<file path="src/rtl/sha2_pkg.sv">
// rtl/sha2_pkg.sv - SHA-2 constants, state encoding and round helper functions
package sha2_pkg;

   typedef enum logic [2:0] {S_IDLE, S_LOAD, S_ROUND, S_FINAL, S_OUT} state_e;

   // Index 0 is a / H0; index 0 of the schedule window is the oldest word W[t].
   typedef logic [7:0][31:0]  hash_t;
   typedef logic [15:0][31:0] sched_t;

   localparam logic [31:0] K [0:63] = '{
      32'h428a2f98, 32'h71374491, 32'hb5c0fbcf, 32'he9b5dba5, 32'h3956c25b, 32'h59f111f1, 32'h923f82a4, 32'hab1c5ed5,
      32'hd807aa98, 32'h12835b01, 32'h243185be, 32'h550c7dc3, 32'h72be5d74, 32'h80deb1fe, 32'h9bdc06a7, 32'hc19bf174,
      32'he49b69c1, 32'hefbe4786, 32'h0fc19dc6, 32'h240ca1cc, 32'h2de92c6f, 32'h4a7484aa, 32'h5cb0a9dc, 32'h76f988da,
      32'h983e5152, 32'ha831c66d, 32'hb00327c8, 32'hbf597fc7, 32'hc6e00bf3, 32'hd5a79147, 32'h06ca6351, 32'h14292967,
      32'h27b70a85, 32'h2e1b2138, 32'h4d2c6dfc, 32'h53380d13, 32'h650a7354, 32'h766a0abb, 32'h81c2c92e, 32'h92722c85,
      32'ha2bfe8a1, 32'ha81a664b, 32'hc24b8b70, 32'hc76c51a3, 32'hd192e819, 32'hd6990624, 32'hf40e3585, 32'h106aa070,
      32'h19a4c116, 32'h1e376c08, 32'h2748774c, 32'h34b0bcb5, 32'h391c0cb3, 32'h4ed8aa4a, 32'h5b9cca4f, 32'h682e6ff3,
      32'h748f82ee, 32'h78a5636f, 32'h84c87814, 32'h8cc70208, 32'h90befffa, 32'ha4506ceb, 32'hbef9a3f7, 32'hc67178f2};

   localparam logic [31:0] IV_256 [0:7] = '{
      32'h6a09e667, 32'hbb67ae85, 32'h3c6ef372, 32'ha54ff53a, 32'h510e527f, 32'h9b05688c, 32'h1f83d9ab, 32'h5be0cd19};

   localparam logic [31:0] IV_224 [0:7] = '{
      32'hc1059ed8, 32'h367cd507, 32'h3070dd17, 32'hf70e5939, 32'hffc00b31, 32'h68581511, 32'h64f98fa7, 32'hbefa4fa4};

   function automatic logic [31:0] rotr(input logic [31:0] x, input int n);
      return (x >> n) | (x << (32 - n));
   endfunction

   function automatic logic [31:0] big_sigma0(input logic [31:0] x);
      return rotr(x, 2) ^ rotr(x, 13) ^ rotr(x, 22);
   endfunction

   function automatic logic [31:0] big_sigma1(input logic [31:0] x);
      return rotr(x, 6) ^ rotr(x, 11) ^ rotr(x, 25);
   endfunction

   function automatic logic [31:0] small_sigma0(input logic [31:0] x);
      return rotr(x, 7) ^ rotr(x, 18) ^ (x >> 3);
   endfunction

   function automatic logic [31:0] small_sigma1(input logic [31:0] x);
      return rotr(x, 17) ^ rotr(x, 19) ^ (x >> 10);
   endfunction

   function automatic logic [31:0] ch(input logic [31:0] e, input logic [31:0] f, input logic [31:0] g);
      return (e & f) ^ (~e & g);
   endfunction

   function automatic logic [31:0] maj(input logic [31:0] a, input logic [31:0] b, input logic [31:0] c);
      return (a & b) ^ (a & c) ^ (b & c);
   endfunction

endpackage

</file>
<file path="src/rtl/sha256_round.sv">
// rtl/sha256_round.sv - one combinational SHA-256 compression round
module sha256_round
   import sha2_pkg::*;
(
   input  hash_t       st_i,
   input  logic [31:0] kt_i,
   input  logic [31:0] wt_i,
   output hash_t       st_o
);

   logic [31:0] t1;
   logic [31:0] t2;

   always_comb begin
      t1   = st_i[7] + big_sigma1(st_i[4]) + ch(st_i[4], st_i[5], st_i[6]) + kt_i + wt_i;
      t2   = big_sigma0(st_i[0]) + maj(st_i[0], st_i[1], st_i[2]);
      st_o = {st_i[6:4], st_i[3] + t1, st_i[2:0], t1 + t2};
   end

endmodule

</file>
<file path="src/rtl/sha2_stream_core.sv">
// rtl/sha2_stream_core.sv - streaming SHA-256/SHA-224 engine
// Takes padded 32-bit big-endian words, runs ROUNDS_PER_CYCLE rounds per clock, streams the digest.
module sha2_stream_core
   import sha2_pkg::*;
#(
   parameter int ROUNDS_PER_CYCLE = 1
) (
   input  logic        clk,
   input  logic        reset_n,
   input  logic        start,
   input  logic        mode,
   input  logic        in_valid,
   output logic        in_ready,
   input  logic [31:0] in_data,
   input  logic        in_last,
   output logic        out_valid,
   input  logic        out_ready,
   output logic [31:0] out_data,
   output logic        out_last,
   output logic        busy
);

   state_e      state_q, state_d;
   logic [3:0]  cnt_q, cnt_d;
   logic [5:0]  t_q, t_d;
   logic [2:0]  idx_q, idx_d;
   logic        mode_q, mode_d;
   logic        last_q, last_d;
   hash_t       h_q, h_d;
   hash_t       wk_q, wk_d;
   sched_t      w_q, w_d;
   logic        out_valid_q, out_valid_d;
   logic [31:0] out_data_q, out_data_d;
   logic        out_last_q, out_last_d;
   hash_t       rnd_st;
   sched_t      rnd_w;
   logic [2:0]  last_idx;

   // Each stage consumes W[0] of its window and hands the shifted window on.
   for (genvar i = 0; i < ROUNDS_PER_CYCLE; i++) begin : g_rnd
      hash_t      st_in, st_out;
      sched_t     w_in, w_out;
      logic [5:0] k_idx;
      if (i == 0) begin : g_first
         assign st_in = wk_q;
         assign w_in  = w_q;
      end else begin : g_next
         assign st_in = g_rnd[i-1].st_out;
         assign w_in  = g_rnd[i-1].w_out;
      end
      assign k_idx = t_q + 6'(i);
      assign w_out = {small_sigma1(w_in[14]) + w_in[9] + small_sigma0(w_in[1]) + w_in[0], w_in[15:1]};
      sha256_round u_round (
         .st_i (st_in),
         .kt_i (K[k_idx]),
         .wt_i (w_in[0]),
         .st_o (st_out)
      );
   end
   assign rnd_st = g_rnd[ROUNDS_PER_CYCLE-1].st_out;
   assign rnd_w  = g_rnd[ROUNDS_PER_CYCLE-1].w_out;

   assign last_idx = mode_q ? 3'd6 : 3'd7;

   always_ff @(posedge clk or negedge reset_n) begin
      if (!reset_n) state_q <= S_IDLE;
      else          state_q <= state_d;
   end

   always_comb begin
      state_d = state_q;
      case (state_q)
         S_IDLE:  if (start) state_d = S_LOAD;
         S_LOAD:  if (in_valid && cnt_q == 4'd15) state_d = S_ROUND;
         S_ROUND: if (t_q == 6'(64 - ROUNDS_PER_CYCLE)) state_d = S_FINAL;
         S_FINAL: state_d = last_q ? S_OUT : S_LOAD;
         S_OUT:   if (out_ready && out_last_q) state_d = S_IDLE;
         default: state_d = S_IDLE;
      endcase
   end

   always_comb begin
      in_ready = (state_q == S_LOAD);
      busy     = (state_q != S_IDLE);
   end

   always_comb begin
      cnt_d       = cnt_q;
      t_d         = t_q;
      idx_d       = idx_q;
      mode_d      = mode_q;
      last_d      = last_q;
      h_d         = h_q;
      wk_d        = wk_q;
      w_d         = w_q;
      out_valid_d = out_valid_q;
      out_data_d  = out_data_q;
      out_last_d  = out_last_q;
      case (state_q)
         S_IDLE: if (start) begin
            mode_d = mode;
            last_d = 1'b0;
            cnt_d  = 4'd0;
            for (int j = 0; j < 8; j++) h_d[j] = mode ? IV_224[j] : IV_256[j];
         end
         S_LOAD: if (in_valid) begin
            w_d   = {in_data, w_q[15:1]};
            cnt_d = cnt_q + 4'd1;
            if (cnt_q == 4'd15) begin
               last_d = in_last;
               wk_d   = h_q;
               t_d    = 6'd0;
            end
         end
         S_ROUND: begin
            wk_d = rnd_st;
            w_d  = rnd_w;
            t_d  = t_q + 6'(ROUNDS_PER_CYCLE);
         end
         S_FINAL: begin
            for (int j = 0; j < 8; j++) h_d[j] = h_q[j] + wk_q[j];
            if (last_q) begin
               out_valid_d = 1'b1;
               out_data_d  = h_q[0] + wk_q[0];
               out_last_d  = 1'b0;
               idx_d       = 3'd0;
            end
         end
         S_OUT: if (out_ready) begin
            if (out_last_q) begin
               out_valid_d = 1'b0;
               out_last_d  = 1'b0;
            end else begin
               idx_d      = idx_q + 3'd1;
               out_data_d = h_q[idx_q + 3'd1];
               out_last_d = ((idx_q + 3'd1) == last_idx);
            end
         end
         default: ;
      endcase
   end

   always_ff @(posedge clk or negedge reset_n) begin
      if (!reset_n) begin
         cnt_q       <= '0;
         t_q         <= '0;
         idx_q       <= '0;
         mode_q      <= 1'b0;
         last_q      <= 1'b0;
         h_q         <= '0;
         wk_q        <= '0;
         w_q         <= '0;
         out_valid_q <= 1'b0;
         out_data_q  <= '0;
         out_last_q  <= 1'b0;
      end else begin
         cnt_q       <= cnt_d;
         t_q         <= t_d;
         idx_q       <= idx_d;
         mode_q      <= mode_d;
         last_q      <= last_d;
         h_q         <= h_d;
         wk_q        <= wk_d;
         w_q         <= w_d;
         out_valid_q <= out_valid_d;
         out_data_q  <= out_data_d;
         out_last_q  <= out_last_d;
      end
   end

   assign out_valid = out_valid_q;
   assign out_data  = out_data_q;
   assign out_last  = out_last_q;

endmodule

</file>
<file path="config.mk">
export PLATFORM = sky130hd
export DESIGN_NAME = sha2_stream_core
export DESIGN_NICKNAME = d
export VERILOG_FILES = /design/src/rtl/sha2_pkg.sv /design/src/rtl/sha256_round.sv /design/src/rtl/sha2_stream_core.sv
export SDC_FILE = /design/constraint.sdc
export NUM_CORES = 2
export LEC_CHECK = 0
export CORE_MARGIN = 1.5
export CORE_UTILIZATION = 30
export DETAILED_ROUTE_END_ITERATION = 16
export GPL_ROUTABILITY_DRIVEN = 0
export PLACE_DENSITY = 0.46
export SLEW_MARGIN = 20
export SYNTH_ARGS = -nofsm -noshare
export SYNTH_HDL_FRONTEND = slang
export SYNTH_SLANG_ARGS = --single-unit
</file>
<file path="constraint.sdc">
create_clock -name clk -period 19.5 [get_ports clk]
set_input_delay 2.925 -clock clk [delete_from_list [all_inputs] [get_ports clk]]
set_output_delay 2.925 -clock clk [all_outputs]
set_load 0.02 [all_outputs]
</file>
**After elaboration in Yosys (flattened, before gate mapping)**

Memories as Yosys holds them, arrays and structs flattened.
Index checks and enable logic that the tools add are counted.

- Flip-flop bits (word level): 1076
- Memories kept: 1
- Output and inout bits: 36
- Word-level logic and storage cells: 180
- ROM bits: 2048

- Add/subtract/negate cells: 21
- Equal/unequal tests: 17
- Muxes and demuxes: 52
- $lt $le $gt $ge: 2
- Reduce and logical (&&, ||, !) cells: 18
- Bitwise operators: 28

Memory list:

| memory | depth | bits a word | rd ports | clocked after memory_dff | wr ports | line | source |
|---|---|---|---|---|---|---|---|
| (no name shown) | 64 | 32 | 1 | 0 | 0 | sha2_stream_core.sv:55 | `.kt_i (K[k_idx]),` |

Operators by type and width:

| kind | number |
|---|---|
| one-hot mux 256 bit (2 select lines) | 2 |
| one-hot mux 512 bit (2 select lines) | 1 |
| two-way mux 256 bit | 3 |
| adder 32 bit | 18 |
| two-way mux 512 bit | 1 |
| two-way mux 32 bit | 11 |
| bitwise XOR 32 bit | 9 |
| AND 32 bit | 5 |
| binary-select mux 32 bit (select 3 bit) | 1 |
| one-hot mux 32 bit (2 select lines) | 1 |
| two-way mux 31 bit | 2 |
| NOT 32 bit | 1 |
| OR 10 x 32 -> 32 bit | 1 |
| OR 13 x 32 -> 32 bit | 1 |
| OR 14 x 32 -> 32 bit | 1 |
| OR 15 x 32 -> 32 bit | 1 |
| OR 19 x 32 -> 32 bit | 1 |
| OR 21 x 32 -> 32 bit | 1 |
| OR 25 x 32 -> 32 bit | 1 |
| OR 26 x 32 -> 32 bit | 1 |
| OR 30 x 32 -> 32 bit | 1 |
| OR 7 x 32 -> 32 bit | 1 |
| bitwise XOR 32 x 22 -> 32 bit | 1 |
| bitwise XOR 32 x 29 -> 32 bit | 1 |
| 31 further kinds | 71 |

**Longest topological paths before layout**

- Depth in word-level cells: 9
- Mapped depth: 37

**Cells and area by module**

From an unflattened synthesis, not the netlist that was laid out.

- Cell total of the unflattened synthesis: 8740
- Area total of the unflattened synthesis: 74360.1 µm²

Modules (own cells, without submodules):

| module | instances | area each (µm²) | cells each |
|---|---|---|---|
| sha2_stream_core | 1 | 63721.1 | 7490 |
| sha256_round | 1 | 10639.0 | 1250 |

**Worst setup path before layout**

Ideal clock, no wire load.

- Kind: reg-to-reg
- Start point: register t_q[1]
- End point: register wk_q (netlist bit g_rnd[0].st_in[31])
- Cell stages (with the launch flop): 37
- Arrival time: 7.607 ns
- Buffers on the path: 2
- Clock period less this slack: 7.737 ns
- Library setup time: 0.130 ns
- Setup slack: 11.763 ns
- Cells stage by stage: dfrtp_1 clkbuf_1 clkinv_1 ha_1 buf_1 nand2_1 nand2_1 o21ai_0 mux4_2 fa_1 inv_1 ha_1 fa_1 a211oi_1 o21bai_1 a311oi_1 or2_2 nor2b_1 o21ai_0 nand2b_1 xor2_1 inv_1 fa_1 inv_1 ha_1 o21a_1 a21oi_1 o21a_1 nor2_1 a211oi_1 o21a_1 o31ai_1 nand3_1 nand2_1 a21oi_1 xnor2_1 o21ai_1

- Longest elaborated chain between the ends: 8

Ends and longest elaborated chain:

| what | line | source |
|---|---|---|
| from (decl) | sha2_stream_core.sv:25 | `logic [5:0] t_q, t_d;` |
| from (signal assigned) | sha2_stream_core.sv:158 | `t_q <= t_d;` |
| NOT 6 -> 7 bit (implied by the code) | sha2_stream_core.sv:55 |  |
| memory (64 x 32 bit) | -- |  |
| two-way mux 32 bit (implied by the code) (2 in series) | sha2_stream_core.sv:55 |  |
| adder 32 bit (2 in series) | sha256_round.sv:15 | `t1 = st_i[7] + big_sigma1(st_i[4]) + ch(st_i[4], st_i[5], st_i[6]) + kt_i + wt_i;` |
| adder 32 bit | sha256_round.sv:17 | `st_o = {st_i[6:4], st_i[3] + t1, st_i[2:0], t1 + t2};` |
| one-hot mux 256 bit (2 select lines) | sha2_stream_core.sv:99 | `case (state_q)` |
| to (signal assigned) | sha2_stream_core.sv:163 | `wk_q <= wk_d;` |
| to (decl) | sha2_stream_core.sv:30 | `hash_t wk_q, wk_d;` |

No other way between the ends. The select of a mux whose other input is x is not followed.
A chain may end at the register's enable or synchronous reset.

**Worst setup path after layout**

- Start point: register t_q[1]
- End point: register wk_q (netlist bit g_rnd[0].st_in[27])

Same word-level chain as after synthesis.

==> results by group <==
STA
  – Max-Slew Margin vs Limit: 24.50%
  – Max-slew violations: 0
  – Setup tns final: 0 ns
  – Skew final: 0.03297 ns
  – Worst Tran Pin Value: 1.132 ns
  – Setup-failing EPs final: 0
  – Final hold vios: 0
  – Tmin final: 9.496 ns
  – Final period utilization: between 40% and 50%
  – RSZ-0062 raised after global routing: false
  – Setup WS post-layout: 10.00 ns
  – F_max: 105.3 MHz

Global routing
  – Largest net degree at the start of global routing: 167
  – Antenna violations before repair: 8
  – Vias in the first global route: 54570
  – GR Overflow Total: 0
  – Gr usage total: 20.89%
  – First-pass GRT wire length: 373100 um

Routing
  – 1st-pass router iterations: 12
  – Iter 0 DRT Violations: 4889
  – DR WL/cell: 24.04 um
  – Number of vias per cell: 5.303
  – Via count: ~55000
  – Final wirelength: 251200 um
  – Antenna viol nets, final: 0
  – # DRC: 0

Final layout
  – Syn-to-layout area delta: 12.02%
  – Final nets: between 7000 and 8000
  – Commonest non-fill, non-tap cell in the layout: dfrtp_1
  – Storage cell area: 26940 um^2
  – Multi-input gate area: ~41000 um^2
  – Fillers: approximately 24000
  – Final core utilization: between 30% and 40%
  – Most frequent cells in the layout: dfrtp_1, nor2_1, a21oi_1, mux2_2, inv_1
  – Layout cells sized above 1: 12.48%

CTS
  – Root Buffer: clkbuf_16
  – Clock Path Buffers: 3
  – CTS tree: done
  – Clk_lat worst skew: around 0.8 ns
  – Clk sinks: 1076
  – Inserted Clock Buffers: 134
  – Post-cts sizing count: 0
  – CTS H-tree lvls: 4
  – Hold buffers post-CTS: 0
  – Clk slew on worst S/H paths: approximately 0.06 ns
  – Setup Buffers After CTS: 0

Logic synthesis
  – Synth Flop Type: dfrtp_1
  – Synthesized area: 70910 um^2
  – Register area share after synthesis: 37.97%
  – Mapped Cells: 7302
  – Area leader, netlist: dfrtp_1
  – Mapped Nets: 7935
  – Synth cell types: 96
  – Yosys reg bits: 1076
  – Synth warn: 0
  – Syn Area/Cell: 9.712 um^2
  – Yosys top cell area share: 37.97%
  – Post-synth EDFFs: 0
  – Synth area leaders: dfrtp_1, mux2_2, ha_1
  – Ys async rst share: 100.0%

Floorplan
  – Boundary Pins: 75
  – Num rows: 178
  – Die area: 239300 um^2
  – Die width: between 400 and 500 um
  – Chip Height: 489.2 um
  – Initial core utilization: 30.15%
  – Core area: ~240000 um^2

Critical path
  – Most used cell along the critical path: o21ai_0
  – CP bufs+invs: 4
  – Required time of the critical path: 20.14 ns
  – Slowest CP cell: ha_1
  – Crit path max fanout: 17
  – Crit Path Category: flop to flop
  – Critical path arrival: about 10 ns
  – Worst path max stage delay: roughly 0.88 ns
  – Crit end category: flop
  – Delay-heaviest family, CP: compound AO/OA/AOI/OAI gates
  – Startpoint Class: flop

Hold path
  – Hold WC Path Type: flop to flop

Placement
  – Pre-CTS setup slack: 10.32 ns
  – Port-buffer cells: 74
  – Final HPWL DP: 183800 um

Flow run
  – MaxCap Viol Count: 0

Run status
  – Status: finished clean
## synth_stat cells, drive strengths merged, types with 12 or more instances
library cell     n
dfrtp         1076
nor2           710
a21oi          585
o21ai          519
mux2           466
inv            446
nand2          432
ha             397
clkbuf         365
xnor2          337
xor2           234
o22ai          222
fa             197
a21o           179
a211oi         102
nand3           95
nor3            80
mux4            70
nand2b          63
mux2i           61
a31oi           51
o21bai          50
o21a            46
buf             44
nor2b           41
or3             34
a22oi           31
o31ai           27
and3            26
a221o           21
maj3            21
nand4           20
and2            18
a2111oi         16
o211ai          15
or2             15
o22a            13
a221oi          12
## metal layers
metal | track usage, % | routed length, um | vias to the layer above
li1 | - | - | 25530
met1 | 29.41 | 116300 | 27850
met2 | 32.02 | 111000 | 1622
met3 | 3.814 | 14820 | 413
met4 | 7.115 | 9047 | 2
met5 | 0 | 13 | -
## tightest hold or removal path, delay by kind of cell (launching register included)
kind	cells	cell delay, ns
AND/OR/NAND/NOR	2	0.10
flip-flops	1	0.34
## per-stage QoR
| step | cell area (um^2) | hold slack, ns | cells |
|---|---|---|---|
| 2_1_floorplan | 70910 | 0.4460 | 7302 |
| 3_3_place_gp | 74990 | 0.4493 | 10210 |
| 3_5_place_dp | 74990 | 0.4658 | 10210 |
| 4_1_cts | 79400 | 0.4732 | 10450 |
| 5_1_grt | 79440 | 0.5040 | 10450 |
| 6_report | 79440 | 0.4720 | 10450 |
## path summary, 6_finish.rpt
| path | start | endpoint | slack [ns] | cells past startpoint |
|---|---|---|---|---|
| worst max register to register | t_q[1]$_DFFE_PN0P_ | g_rnd[0].st_in[27]$_DFFE_PN0P_ | 10.00 | 33 |
| worst max-delay path | t_q[1]$_DFFE_PN0P_ | g_rnd[0].st_in[27]$_DFFE_PN0P_ | 10.00 | 33 |
| worst min register to register | out_data[29]$_DFFE_PN0P_ | out_data[29]$_DFFE_PN0P_ | 0.47 | 2 |
| min in group asynchronous | reset_n | out_data[5]$_DFFE_PN0P_ | 2.15 | 1 |
| worst min-delay path | out_data[29]$_DFFE_PN0P_ | out_data[29]$_DFFE_PN0P_ | 0.47 | 2 |
| max in group asynchronous | reset_n | g_rnd[0].w_in[201]$_DFFE_PN0P_ | 13.74 | 5 |
## layout make-up
cell class,instances,area share [%]
multi-input combinational,5368,51.51
sequential,1076,33.91
tap,3150,4.962
clock buffer,191,4.952
inverter,449,2.131
timing repair buffer,169,1.929
clock inverter,46,0.6001
antenna,1,0.003150
## cell families (layout without fill, tap and decap cells)
| group | count (synthesis) | in the layout | share of synthesized area, % |
|---|---|---|---|
| AOI/OAI and AO/OA | 2006 | 2006 | 17.38 |
| and+or+nand+nor | 1579 | 1579 | 9.697 |
| muxes | 597 | 597 | 10.48 |
| buffers and inverters | 858 | 855 | 4.550 |
| other | 0 | 1 | 0 |
| xor gates and xnor gates | 571 | 571 | 7.052 |
| adders and majority gates | 615 | 615 | 12.86 |
| DFF | 1076 | 1076 | 37.97 |
## state kept, by name (all words and copies together), names as in the netlist
signal and flops:
cnt_q 4, g_rnd.st_in 256, g_rnd.w_in 512, h_q 256
idx_q 3, last_q 1, mode_q 1, out_data 32
out_last 1, out_valid 1, state_q 3, t_q 6
Power is not shown: default switching activity piles up to over one toggle a cycle in this logic, so the estimate is an artifact.
